`config.mk`:
```
export PLATFORM = sky130hd
export DESIGN_NAME = branch_pht_ctrl
export DESIGN_NICKNAME = d
export VERILOG_FILES = /design/src/rtl/branch_pht_ctrl.sv
export SDC_FILE = /design/constraint.sdc
export NUM_CORES = 1
export LEC_CHECK = 0
export CAP_MARGIN = 30
export CORE_ASPECT_RATIO = 1.75
export CORE_UTILIZATION = 25
export DETAILED_ROUTE_END_ITERATION = 8
export GPL_TIMING_DRIVEN = 0
export PLACE_DENSITY = 0.47
export REMOVE_ABC_BUFFERS = 1
export SYNTH_ARGS = -nofsm -noshare
export SYNTH_HDL_FRONTEND = slang
export SYNTH_SLANG_ARGS = --single-unit
```
`constraint.sdc`:
```
create_clock -name clk_i -period 5.85 [get_ports clk_i]
set_input_delay 0.8775 -clock clk_i [delete_from_list [all_inputs] [get_ports clk_i]]
set_output_delay 0.8775 -clock clk_i [all_outputs]
set_load 0.02 [all_outputs]
```
`src/rtl/branch_pht_ctrl.sv`:
```
// PHT controller: table init sequencing, fetch/update slot arbitration,
// and an update FIFO in front of a 2-bit saturating counter table.
module branch_pht_ctrl #(
    parameter  int ENTRIES    = 64,
    parameter  int PC_W       = 32,
    parameter  int FIFO_DEPTH = 4,
    localparam int IDX_W      = $clog2(ENTRIES)
) (
    input  logic             clk_i,
    input  logic             reset_n_i,
    input  logic             clear_i,
    input  logic             lookup_v_i,
    input  logic [PC_W-1:0]  lookup_pc_i,
    output logic             lookup_ready_o,
    output logic             pred_v_o,
    output logic             pred_taken_o,
    output logic [IDX_W-1:0] pred_idx_o,
    input  logic             upd_v_i,
    input  logic [IDX_W-1:0] upd_idx_i,
    input  logic             upd_taken_i,
    output logic             upd_ready_o,
    output logic             busy_o
);

    localparam int PW = $clog2(FIFO_DEPTH);
    localparam int CW = PW + 1;

    typedef enum logic {INIT, RUN} state_t;

    state_t state_q, state_d;

    logic [IDX_W-1:0] init_ptr_q;
    logic [1:0]       pht [ENTRIES];

    logic [IDX_W:0]   fifo_mem [FIFO_DEPTH];
    logic [PW-1:0]    wr_ptr_q, rd_ptr_q;
    logic [CW-1:0]    count_q;

    logic             run, fifo_full, fifo_empty;
    logic             accept, drain, enq, flush;
    logic [IDX_W-1:0] lookup_idx, head_idx;
    logic             head_taken;
    logic [1:0]       head_ctr, next_ctr;
    logic             unused_pc;

    assign lookup_idx = lookup_pc_i[IDX_W+1:2];
    assign unused_pc  = ^{lookup_pc_i[PC_W-1:IDX_W+2], lookup_pc_i[1:0]};

    assign fifo_full  = (count_q == CW'(FIFO_DEPTH));
    assign fifo_empty = (count_q == '0);
    assign {head_idx, head_taken} = fifo_mem[rd_ptr_q];
    assign head_ctr = pht[head_idx];

    // Saturating counter step: taken moves toward 00, not-taken toward 11.
    always_comb begin
        next_ctr = head_ctr;
        if (head_taken) begin
            if (head_ctr != 2'b00) next_ctr = head_ctr - 2'd1;
        end else begin
            if (head_ctr != 2'b11) next_ctr = head_ctr + 2'd1;
        end
    end

    // FSM next state plus slot arbitration and handshake outputs.
    always_comb begin
        state_d        = state_q;
        run            = 1'b0;
        busy_o         = 1'b0;
        lookup_ready_o = 1'b0;
        upd_ready_o    = 1'b0;
        flush          = 1'b0;
        unique case (state_q)
            INIT: begin
                busy_o = 1'b1;
                if (init_ptr_q == IDX_W'(ENTRIES - 1)) state_d = RUN;
            end
            RUN: begin
                run            = 1'b1;
                lookup_ready_o = !fifo_full;
                upd_ready_o    = !fifo_full;
                if (clear_i) begin
                    flush   = 1'b1;
                    state_d = INIT;
                end
            end
            default: state_d = INIT;
        endcase
    end

    assign accept = lookup_v_i & lookup_ready_o;
    assign drain  = run & !fifo_empty & !accept;
    assign enq    = upd_v_i & upd_ready_o;

    // State register.
    always_ff @(posedge clk_i or negedge reset_n_i) begin
        if (!reset_n_i) state_q <= INIT;
        else            state_q <= state_d;
    end

    // Init pointer walks the table while INIT, restarts on flush.
    always_ff @(posedge clk_i or negedge reset_n_i) begin
        if (!reset_n_i)         init_ptr_q <= '0;
        else if (state_q == INIT) init_ptr_q <= init_ptr_q + IDX_W'(1);
        else if (flush)         init_ptr_q <= '0;
    end

    // Single table port: init write, or drain read-modify-write.
    always_ff @(posedge clk_i) begin
        if (state_q == INIT)     pht[init_ptr_q] <= 2'b00;
        else if (drain && !flush) pht[head_idx]  <= next_ctr;
    end

    // Update FIFO storage.
    always_ff @(posedge clk_i) begin
        if (enq && !flush) fifo_mem[wr_ptr_q] <= {upd_idx_i, upd_taken_i};
    end

    // FIFO pointers and occupancy; flush drops everything queued.
    always_ff @(posedge clk_i or negedge reset_n_i) begin
        if (!reset_n_i) begin
            wr_ptr_q <= '0;
            rd_ptr_q <= '0;
            count_q  <= '0;
        end else if (flush) begin
            wr_ptr_q <= '0;
            rd_ptr_q <= '0;
            count_q  <= '0;
        end else begin
            if (enq)   wr_ptr_q <= wr_ptr_q + PW'(1);
            if (drain) rd_ptr_q <= rd_ptr_q + PW'(1);
            if (enq && !drain)      count_q <= count_q + CW'(1);
            else if (!enq && drain) count_q <= count_q - CW'(1);
        end
    end

    // Prediction register: one-cycle lookup latency, holds when idle.
    always_ff @(posedge clk_i or negedge reset_n_i) begin
        if (!reset_n_i) begin
            pred_v_o     <= 1'b0;
            pred_taken_o <= 1'b0;
            pred_idx_o   <= '0;
        end else begin
            pred_v_o <= accept;
            if (accept) begin
                pred_taken_o <= ~pht[lookup_idx][1];
                pred_idx_o   <= lookup_idx;
            end
        end
    end

endmodule

```
======== Word level (Yosys, flattened, before mapping) ========
Memory sizes are Yosys's and may differ from the RTL's.
Index checks and enable logic that the tools add are counted.
W data, S select, Z words.
storage, ports and cells
  register bits after elaboration ......... 22
  memory bits (writable) .................. 156
  output and inout port bits .............. 11
  logic and storage cells ................. 71
  memories ................................ 2
memories
  name      depth  bits a word  read ports  clocked after memory_dff  write ports  RTL line  source
  pht       64     2            2           0                         1            33        logic [1:0] pht [ENTRIES];
  fifo_mem  4      7            1           0                         1            35        logic [IDX_W:0] fifo_mem [FIFO_DEPTH];
operators by class
  $add $sub $neg .......................... 7
  equal/unequal tests ..................... 4
  multiplexer cells ....................... 28
  bitwise operators ....................... 6
  reductions and logical operators ........ 16
operators by type and width
  operator               count
  $mux W6                3
  $mux W2                8
  $mux W1                13
  $mux W3                3
  $add A2 B1 Y2 const B  3
  $add A6 B1 Y6 const B  1
  $eq A6 B6 Y1 const B   1
  $logic_not A1 Y1       6
  $reduce_bool A2 Y1     3
  $and A1 B1 Y1          4
  $logic_and A1 B1 Y1    4
  $add A3 B1 Y3 const B  1
  $eq A3 B3 Y1 const B   1
  $logic_not A3 Y1       1
  $reduce_bool A3 Y1     1
  $sub A3 B1 Y3 const B  1
  $ne A2 B1 Y1 const B   1
  $ne A2 B2 Y1 const B   1
  $not A1 Y1             2
  $pmux W1 S2            1
  $reduce_or A2 Y1       1
  $sub A2 B1 Y2 const B  1

======== Longest topological paths before layout ========
Gate-level depths: netlist of the first run.
  depth in word-level cells ............... 12
  gate-level depth with buffers ........... 11
  depth with buffers taken out ............ 9

======== Worst setup path before layout of the first run ========
Ideal clock, no wire load.
  path kind ............................... reg2reg
  start ................................... reg rd_ptr_q[0]
  end ..................................... mem pht[0][0], data pin
  library setup time ...................... 540 ps
  arrival time ............................ 3956 ps
  data required time ...................... 5310 ps
  setup slack ............................. 1354 ps
  stages on the path, launching flop included .. 12
  buffers on the path ..................... 3
  cells stage by stage .................... dfrtp_1 > buf_6 > mux4_2 > buf_6 > buf_8 > mux2i_1 > nor2_1 > a2111oi_4 > o31ai_1 > o211ai_2 > nor2b_1 > o2bb2ai_1
between the ends
  longest elaborated chain between the ends .. 6
RTL lines
  item                                   RTL line  source
  start, declared                        36        logic [PW-1:0] wr_ptr_q, rd_ptr_q;
  start signal, assigned                 130       if (drain) rd_ptr_q <= rd_ptr_q + PW'(1);
  $mem_v2 Z4 W7 *                        --
  $mem_v2 Z64 W2                         --
  $add A2 B1 Y2 (tied with other cells)  60        if (head_ctr != 2'b11) next_ctr = head_ctr + 2'd1;
  $mux W2, on equally long branches      60, 58
  $mux W2 *                              57        if (head_taken) begin
  $mux W2 (no line) *                    --
  end, declared                          33
Mark *: on every way between the ends. The rest lies on a longest branch, timed or not.

======== Worst setup path in the final report of the first run ========
  start ................................... reg rd_ptr_q[0]
  end ..................................... mem pht[2][1], data pin
The elaborated chain is that of the path after synthesis.

==> results.cfg, run 1 <==
[min_path]
min-delay-path-class = flip-flop to flip-flop

[grt]
grt-ovfl-total = 0
grt_pass1_wl_um = 32500
grt_pass1_vias = 5328
antenna_found_initial = 0
grt_max_degree = 51
grt_usage_pct = 13.3

[detailed_routing]
firstDrtPassIters = 4
vias = 4854
wl_um = 21200
wl_per_cell_um = 21.1
drc = 0
avgViaCountPerCell = 4.84
drt_iter0_drc = 215
ant_nets = 0

[layout]
nets = 639
ff_latch_area_um2 = 5240
finalInstanceArea_um2 = 9620
drive_gt1_share_pct = 15.9
n_antenna_cell = 0
multi_input_area_um2 = 2870
num-fill-cells = 3261
areaGrowthSynthToFinish_pct = 16.0

[sta]
slew_violations = 0
maxSlewHeadroom_pct = 38.1
rsz0062_at_grt = false
period_needed_ns = 4.73
setup-violations-final = 0
min_period_over_period_pct = 80.9
worst_slew_pin_slew_ns = 0.919
setup_tns_ns = 0
max_freq_ghz = 0.211
hold_viol = 0
skew_ns = 0.0127

[clocking]
hold_buffers = 0
cts_tree = built
cts_num_sinks = 178
clkTransAtPathRegs_ns = 0.07
cts_setup_buffers = 0
htree_levels = 4
clock_latency_ns = 0.45
cts_resized = 0
root_buffer = clkbuf_16
cts_made_buffers = 17
clockBufferDepth = 2

[place]
dp_hpwl_um = 15100
dpl_cell_area_um2 = 9000
port_buffers = 28
globalplace.congestion = 0.735

[floorplanning]
die_w_um = 140
io_pins = 55
rows = 87
die-area_um2 = 33900
die_height_um = 243
initial_utilization_pct = 25.6
core_um2 = 32400

[synth]
synthFlopType = edfxtp_1
synth_cells = 564
synth_top_area_share_pct = 56.5
synth_cell_type_count = 51
synth_top_family_by_area = multiplexers
synth_area_um2 = 8290
yosysWarnings = 0
synth_fa_ha_area_share_pct = 0.996
syn_avg_cell_area_um2 = 14.7
ys_seq_area_share_pct = 63.1
yosys-mux-area-fraction_pct = 18.7
synth_compound_area_share_pct = 5.12
synth_edf_count = 156
synthTopCellsByArea = edfxtp_1 (56%), mux4_2 (8.4%), mux2i_1 (7.8%), dfrtp_1 (6.6%), nor2_1 (3.9%)
async_flop_share_pct = 12.4
yosysTopAreaCell = edfxtp_1
ys_ff_latch = 178
synthSimpleGateAreaFrac_pct = 8.93
synthXorXnorAreaFrac_pct = 0.528

[setup_path]
crit_type = flip-flop to flip-flop
end_kind = flip-flop
start_kind = flip-flop
cp.required_ns = 6.03
crit_fanout = 50
arrival_ns = 4.92

[job]
maxCapViolations = 0

[power_and_ir_drop]
power.density_nw_per_um2 = 405
p_leak_uw = 0.00330
peakVddDrop_mv = 0.214

[outcome]
status = completed
-- layer usage --
metal	up-vias	global-route usage, %	share of wire, %
met5	-	0	0
met4	0	7.30	4.1
met3	33	1.97	1.8
met2	74	26.8	59
met1	2527	12.5	35
li1	2220	-	-
-- layout by cell type (no fill, tap or decap), types with 2 or more instances in the layout --
master           synthesis  layout
a2111o_1                 2       2
a211oi_1                 2       2
a21oi_1                  4       4
a22oi_1                  9       9
a2bb2oi_1                2       2
a31oi_1                  3       3
and2_1                   8       8
buf_12                   0       2
buf_16                   0       2
clkbuf_16                0      17
clkdlybuf4s50_1          0      27
clkinv_4                 0       4
clkinvlp_4               0       2
dfrtp_1                 22      22
edfxtp_1               156     156
ha_1                     5       5
inv_1                    9       9
inv_6                    0       3
inv_8                    0       4
mux2_2                  18      18
mux2i_1                 65      65
mux4_2                  31      30
nand2_1                 26      26
nand2b_1                 2       2
nand3_1                 16      16
nand3b_1                 2       2
nand4_1                  7       7
nor2_1                  86      86
nor2b_1                 10      10
nor3_1                   2       2
o211ai_1                 2       2
o21ai_0                 15      15
o22ai_1                  5       5
or2_2                    2       2
or3_1                    3       2
xnor2_1                  3       3
xor2_1                   2       2
-- cell usage after synthesis (3+ instances only) --
master and count:
a21oi_1 4, a22oi_1 9, a31oi_1 3, and2_1 8
buf_2 9, buf_6 6, clkbuf_1 9, dfrtp_1 22
edfxtp_1 156, ha_1 5, inv_1 9, mux2_2 18
mux2i_1 65, mux4_2 31, nand2_1 26, nand3_1 16
nand4_1 7, nor2_1 86, nor2b_1 10, o21ai_0 15
o22ai_1 5, or3_1 3, xnor2_1 3
-- stage by stage --
stage | cells | power [uW] | setup WS, ns | hold WS, ns | utilization (%)
5_1_grt | 1002 | 4070 | 0.842 | 0.518 | 29.6
3_3_place_gp | 965 | 2760 | -1.80 | 0.485 | 27.4
4_1_cts | 1001 | 3930 | 1.06 | 0.503 | 29.6
6_report | 1002 | 3900 | 1.12 | 0.493 | 29.6
3_5_place_dp | 969 | 2790 | 1.08 | 0.486 | 27.8
2_1_floorplan | 537 | 2330 | 0.773 | 0.467 | -
-- where the power goes --
group / switching, uW / total, uW / internal (uW)
registers: 89.9 / 1580 / 1490
logic: 742 / 1170 / 432
clock network: 534 / 1140 / 607
-- worst paths after layout --
check	endpoint	cells after the start	start	slack (ns)
min	pred_taken_o	2	pred_taken_o	0.49
min reg2reg	pred_taken_o	2	pred_taken_o	0.49
max reg2reg	pht[2][1]	9	rd_ptr_q[0]	1.12
max in group asynchronous	init_ptr_q[3]	2	reset_n_i	4.62
max	pht[2][1]	9	rd_ptr_q[0]	1.12
min in group asynchronous	pred_v_o	1	reset_n_i	0.75
-- critical path, stage by stage, from the launching register on --
cell       delay, ns
dfrtp_1         0.78
mux4_4          1.16
mux2_2          0.47
a2bb2oi_1       0.14
nand4_1         0.10
nand4_1         0.13
o211ai_1        0.48
nor3_1          0.09
or3_2           0.77
buf_16          0.29
-- area by class of cell --
cell class	instances	area share, %
sequential	178	54.4
multi-input combinational	349	29.8
tap	400	5.20
clock buffer	17	4.42
timing repair buffer	33	4.01
clock inverter	15	1.74
inverter	10	0.390
-- state kept, by name, indices dropped and copies added (netlist names) --
register	count
wr_ptr_q	2
pred_taken_o	1
init_ptr_q	6
pred_idx_o	6
fifo_mem	28
count_q	3
pht	128
pred_v_o	1
rd_ptr_q	2
state_q	1
-- cells by family (layout without fill, tap and decap cells) --
kind of cell,count (synthesis),after routing
XOR/XNOR,5,5
AND/OR/NAND/NOR,166,166
AO/OA/AOI/OAI,58,58
buffers and inverters,37,75
multiplexers,114,114
adder cells (fa/ha/maj),6,6
flip-flops,178,178
(Power assumes the default switching activity.)
==> run 2: changes to the inputs <==
clock period = 4.7 ns   (was 5.85 ns; I/O delays follow)
==> results.cfg, run 2 (synthesis gave the netlist of run 1 again) <==
[floorplanning]
die_w_um = 140
io_pins = 55
die_height_um = 243
rows = 87
initial_utilization_pct = 25.6
core_um2 = 32400
die-area_um2 = 33900

[clocking]
htree_levels = 4
clockBufferDepth = 2
cts_tree = built
hold_buffers = 0
clock_latency_ns = 0.45
clkTransAtPathRegs_ns = 0.08
root_buffer = clkbuf_16
cts_num_sinks = 178
cts_made_buffers = 17
cts_setup_buffers = 0

[sta]
hold_viol = 0
worst_slack_ns = 0.225
slew_violations = 0
maxSlewHeadroom_pct = 36.9
period_needed_ns = 4.47
rsz0062_at_grt = false
worst_slew_pin_slew_ns = 0.937
skew_ns = 0.0124
hold_ws_ns = 0.492
max_freq_ghz = 0.223
setup_tns_ns = 0
setup-violations-final = 0
min_period_over_period_pct = 95.2

[grt]
grt_max_degree = 41
grt-ovfl-total = 0
antenna_found_initial = 0
grt_pass1_vias = 5359
grt_usage_pct = 13.7
grt_pass1_wl_um = 33300

[setup_path]
crit_top_cell = nand4_1
crit_slowest_cell = mux4_4
crit_type = flip-flop to flip-flop
end_kind = flip-flop
start_kind = flip-flop
cp_cell_sequence = mux4_4 -> mux2_2 -> a2bb2oi_1 -> nand4_1 -> nand4_1 -> o211ai_1 -> nor3_1 -> or3_2 -> buf_16
crit_fanout = 33
max_stage_delay_ns = 1.03
cp.required_ns = 4.88
arrival_ns = 4.66

[layout]
largest_reg_flops = 128
final_common_cell = edfxtp_1
final_cell_mix = edfxtp_1 (156), nor2_1 (86), mux2i_1 (65)
largest_registers = pht x128, fifo_mem x28
drive_gt1_share_pct = 16.4
ff_latch_area_um2 = 5240
num-fill-cells = 3256
n_antenna_cell = 0
regMostFlops = pht
multi_input_area_um2 = 2940
nets = 641
fin_util_pct = 29.8
final_cells = 1004
areaGrowthSynthToFinish_pct = 16.7

[job]
maxCapViolations = 0

[place]
port_buffers = 28
dp_hpwl_um = 15100
place_inst = 969
globalplace.congestion = 0.735
place_ws_ns = -0.0734

[detailed_routing]
wl_um = 22900
drt_iter0_drc = 279
vias = 4949
avgViaCountPerCell = 4.93
firstDrtPassIters = 5
drc = 0
ant_nets = 0
wl_per_cell_um = 22.8

[power_and_ir_drop]
peakVddDrop_mv = 0.295
p_leak_uw = 0.00331
power.density_nw_per_um2 = 506

[outcome]
status = completed

[min_path]
min-delay-path-class = flip-flop to flip-flop
==> run 2: cell count changes in the layout (fill, tap and decap cells not counted), sizes merged <==
cell / previous run / this run
buf: 6 / 5
mux4: 31 / 34
==> run 2: repair_timing <==
item	4_1_cts	5_1_grt
endpoints found under the setup margin	32	64
resized for setup	1	2
cloned	1	2
==> run 2: path summary, 6_finish.rpt <==
check                        startpoint       endpoint  slack [ns]  cells after the start
max reg2reg                 rd_ptr_q[0]     pht[17][1]        0.23                      9
min                        pred_taken_o   pred_taken_o        0.49                      2
max                         rd_ptr_q[0]     pht[17][1]        0.23                      9
min in group asynchronous     reset_n_i       pred_v_o        0.58                      1
max in group asynchronous     reset_n_i  init_ptr_q[3]        3.64                      2
min reg2reg                pred_taken_o   pred_taken_o        0.49                      2
==> run 2: area by class of cell <==
type / instances / share of cell area (%)
sequential: 178 / 54.1
multi-input combinational: 352 / 30.4
tap: 400 / 5.17
clock buffer: 17 / 4.40
timing repair buffer: 32 / 3.78
clock inverter: 15 / 1.73
inverter: 10 / 0.388
==> run 2: report_power, final <==
group          internal, uW  total, uW  switching, uW  leakage [uW]
Sequential             1860       1980            124       0.00172
Combinational           543       1490            942       0.00130
Clock                   755       1430            670      0.000285
Total                  3160       4900           1740       0.00331
==> run 2: per-stage QoR <==
step / area, um2 / power, uW
2_1_floorplan: 8120 / 2910
3_3_place_gp: 8900 / 3430
3_5_place_dp: 9000 / 3470
4_1_cts: 9620 / 4910
5_1_grt: 9670 / 5100
6_report: 9670 / 4900
==> run 2: routing by layer <==
metal / track usage, % / vias up / wire length (um)
li1: - / 2238 / -
met1: 13.1 / 2562 / 7880
met2: 27.3 / 114 / 13400
met3: 2.05 / 35 / 707
met4: 7.63 / 0 / 886
met5: 0 / - / 0
==> run 2: critical path: cells and delay by family, from the launching register on <==
family / cells / cell delay (ns)
flip-flops: 1 / 0.69
AND/OR/NAND/NOR: 4 / 1.11
buffers and inverters: 1 / 0.29
multiplexers: 2 / 1.46
AO/OA/AOI/OAI: 2 / 0.62
==> run 3: changes to the inputs <==
CORE_UTILIZATION = 54   (was 25)
PLACE_DENSITY = 0.74   (was 0.47)
==> results.cfg, run 3 (synthesis gave the netlist of run 1 again) <==
[clocking]
cts_tree = built
clkTransAtPathRegs_ns = 0.07
root_buffer = clkbuf_16
cts_setup_buffers = 0
clock_latency_ns = 0.42
cts_num_sinks = 178
cts_made_buffers = 17
htree_levels = 4
clockBufferDepth = 2

[sta]
skew_ns = 0.00880
worst_slew_pin_slew_ns = 0.842
worst_slack_ns = 0.292
hold_viol = 0
rsz0062_at_grt = false
min_period_over_period_pct = 93.8
max_freq_ghz = 0.227
maxSlewHeadroom_pct = 43.9
slew_violations = 0
period_needed_ns = 4.41
setup-violations-final = 0

[place]
dp_hpwl_um = 12800
place_ws_ns = 0.0747
port_buffers = 28
globalplace.congestion = 0.856

[floorplanning]
rows = 59
initial_utilization_pct = 55.6
die-area_um2 = 15900
io_pins = 55
die_w_um = 95.7
die_height_um = 166
core_um2 = 14900

[min_path]
min-delay-path-class = input pin to async pin

[layout]
drive_gt1_share_pct = 15.6
nets = 640
final_common_cell = edfxtp_1
areaGrowthSynthToFinish_pct = 12.8
final_cell_mix = edfxtp_1 (156), nor2_1 (86), mux2i_1 (65)
fin_util_pct = 62.7
regMostFlops = pht
largest_registers = pht x128, fifo_mem x28
n_antenna_cell = 0
largest_reg_flops = 128

[grt]
grt_pass1_wl_um = 29000
grt_max_degree = 51
grt_pass1_vias = 5235
grt_usage_pct = 25.5
grt-ovfl-total = 0
antenna_found_initial = 0

[detailed_routing]
ant_nets = 0
vias = 5097
wl_um = 19600
drt_iter0_drc = 558
avgViaCountPerCell = 6.48
wl_per_cell_um = 24.9
firstDrtPassIters = 5
drc = 0

[setup_path]
crit_path_start = rd_ptr_q[1]
end_kind = flip-flop
arrival_ns = 4.57
reg2reg_from = rd_ptr_q[1]
crit_type = flip-flop to flip-flop
cp.required_ns = 4.86
crit_fanout = 36
start_kind = flip-flop

[power_and_ir_drop]
peakVddDrop_mv = 0.322
p_leak_uw = 0.00330
power.density_nw_per_um2 = 508

[job]
maxCapViolations = 0

[outcome]
status = completed
-- run 3: changes by cell type in the layout (fill, tap and decap cells not counted), sizes merged --
cell and change:
clkbuf +3, clkinv +2, clkinvlp -2, inv -2, mux4 -2, buf -1, clkdlybuf4s50 +1
-- run 3: metrics by stage --
stage	hold slack, ns	instance area (um2)	setup TNS [ns]	power (uW)	instances
2_1_floorplan	0.409	8120	-24.12	2910	537
3_3_place_gp	0.473	8620	-209.76	3350	748
3_5_place_dp	0.494	8720	0	3400	751
4_1_cts	0.507	9280	0	4710	783
5_1_grt	0.468	9350	0	4920	786
6_report	0.459	9350	0	4750	786
-- run 3: power breakdown --
part / switching [uW] / leakage, uW / internal, uW
combinational: 889 / 0.00130 / 535
clock: 604 / 0.000276 / 740
sequential: 123 / 0.00172 / 1860
total: 1620 / 0.00330 / 3140
-- run 3: critical path: stages (launching register included) --
cell      delay, ns
dfrtp_1        0.86
mux4_4         0.85
nor2b_1        0.38
a22oi_1        0.16
nand4_1        0.15
nand4_1        0.11
o211ai_1       0.45
nor3_1         0.10
or3_2          0.76
buf_16         0.28
-- run 3: cell type report --
cell class	count	area (um2)
Fill cell	1080	5560
Sequential cell	178	5240
Multi-Input combinational cell	350	2890
Clock buffer	19	433
Timing Repair Buffer	33	403
Tap cell	183	229
Clock inverter	13	125
Inverter	10	37.5
-- run 3: repair_timing --
item,4_1_cts,5_1_grt
hold buffers,0,0
endpoints found under the setup margin,0,73
resized for setup,0,2
-- run 3: final timing paths --
kind,end,slack (ns),cells after the start
worst max-delay path,pht[36][1],0.29,9
worst max register to register,pht[36][1],0.29,9
worst min register to register,pred_idx_o[1],0.50,1
max in group asynchronous,rd_ptr_q[0],3.87,2
worst min-delay path,pred_v_o,0.46,1
min in group clk_i,pred_idx_o[1],0.50,1
-- run 3: metal layers --
metal,share of wire (%),wire [um],track usage [%],vias to the layer above
li1,-,-,-,2229
met1,35,6800,29.5,2584
met2,55,10700,44.4,232
met3,6.2,1220,4.40,52
met4,4.4,853,12.5,0
met5,0,0,0,-
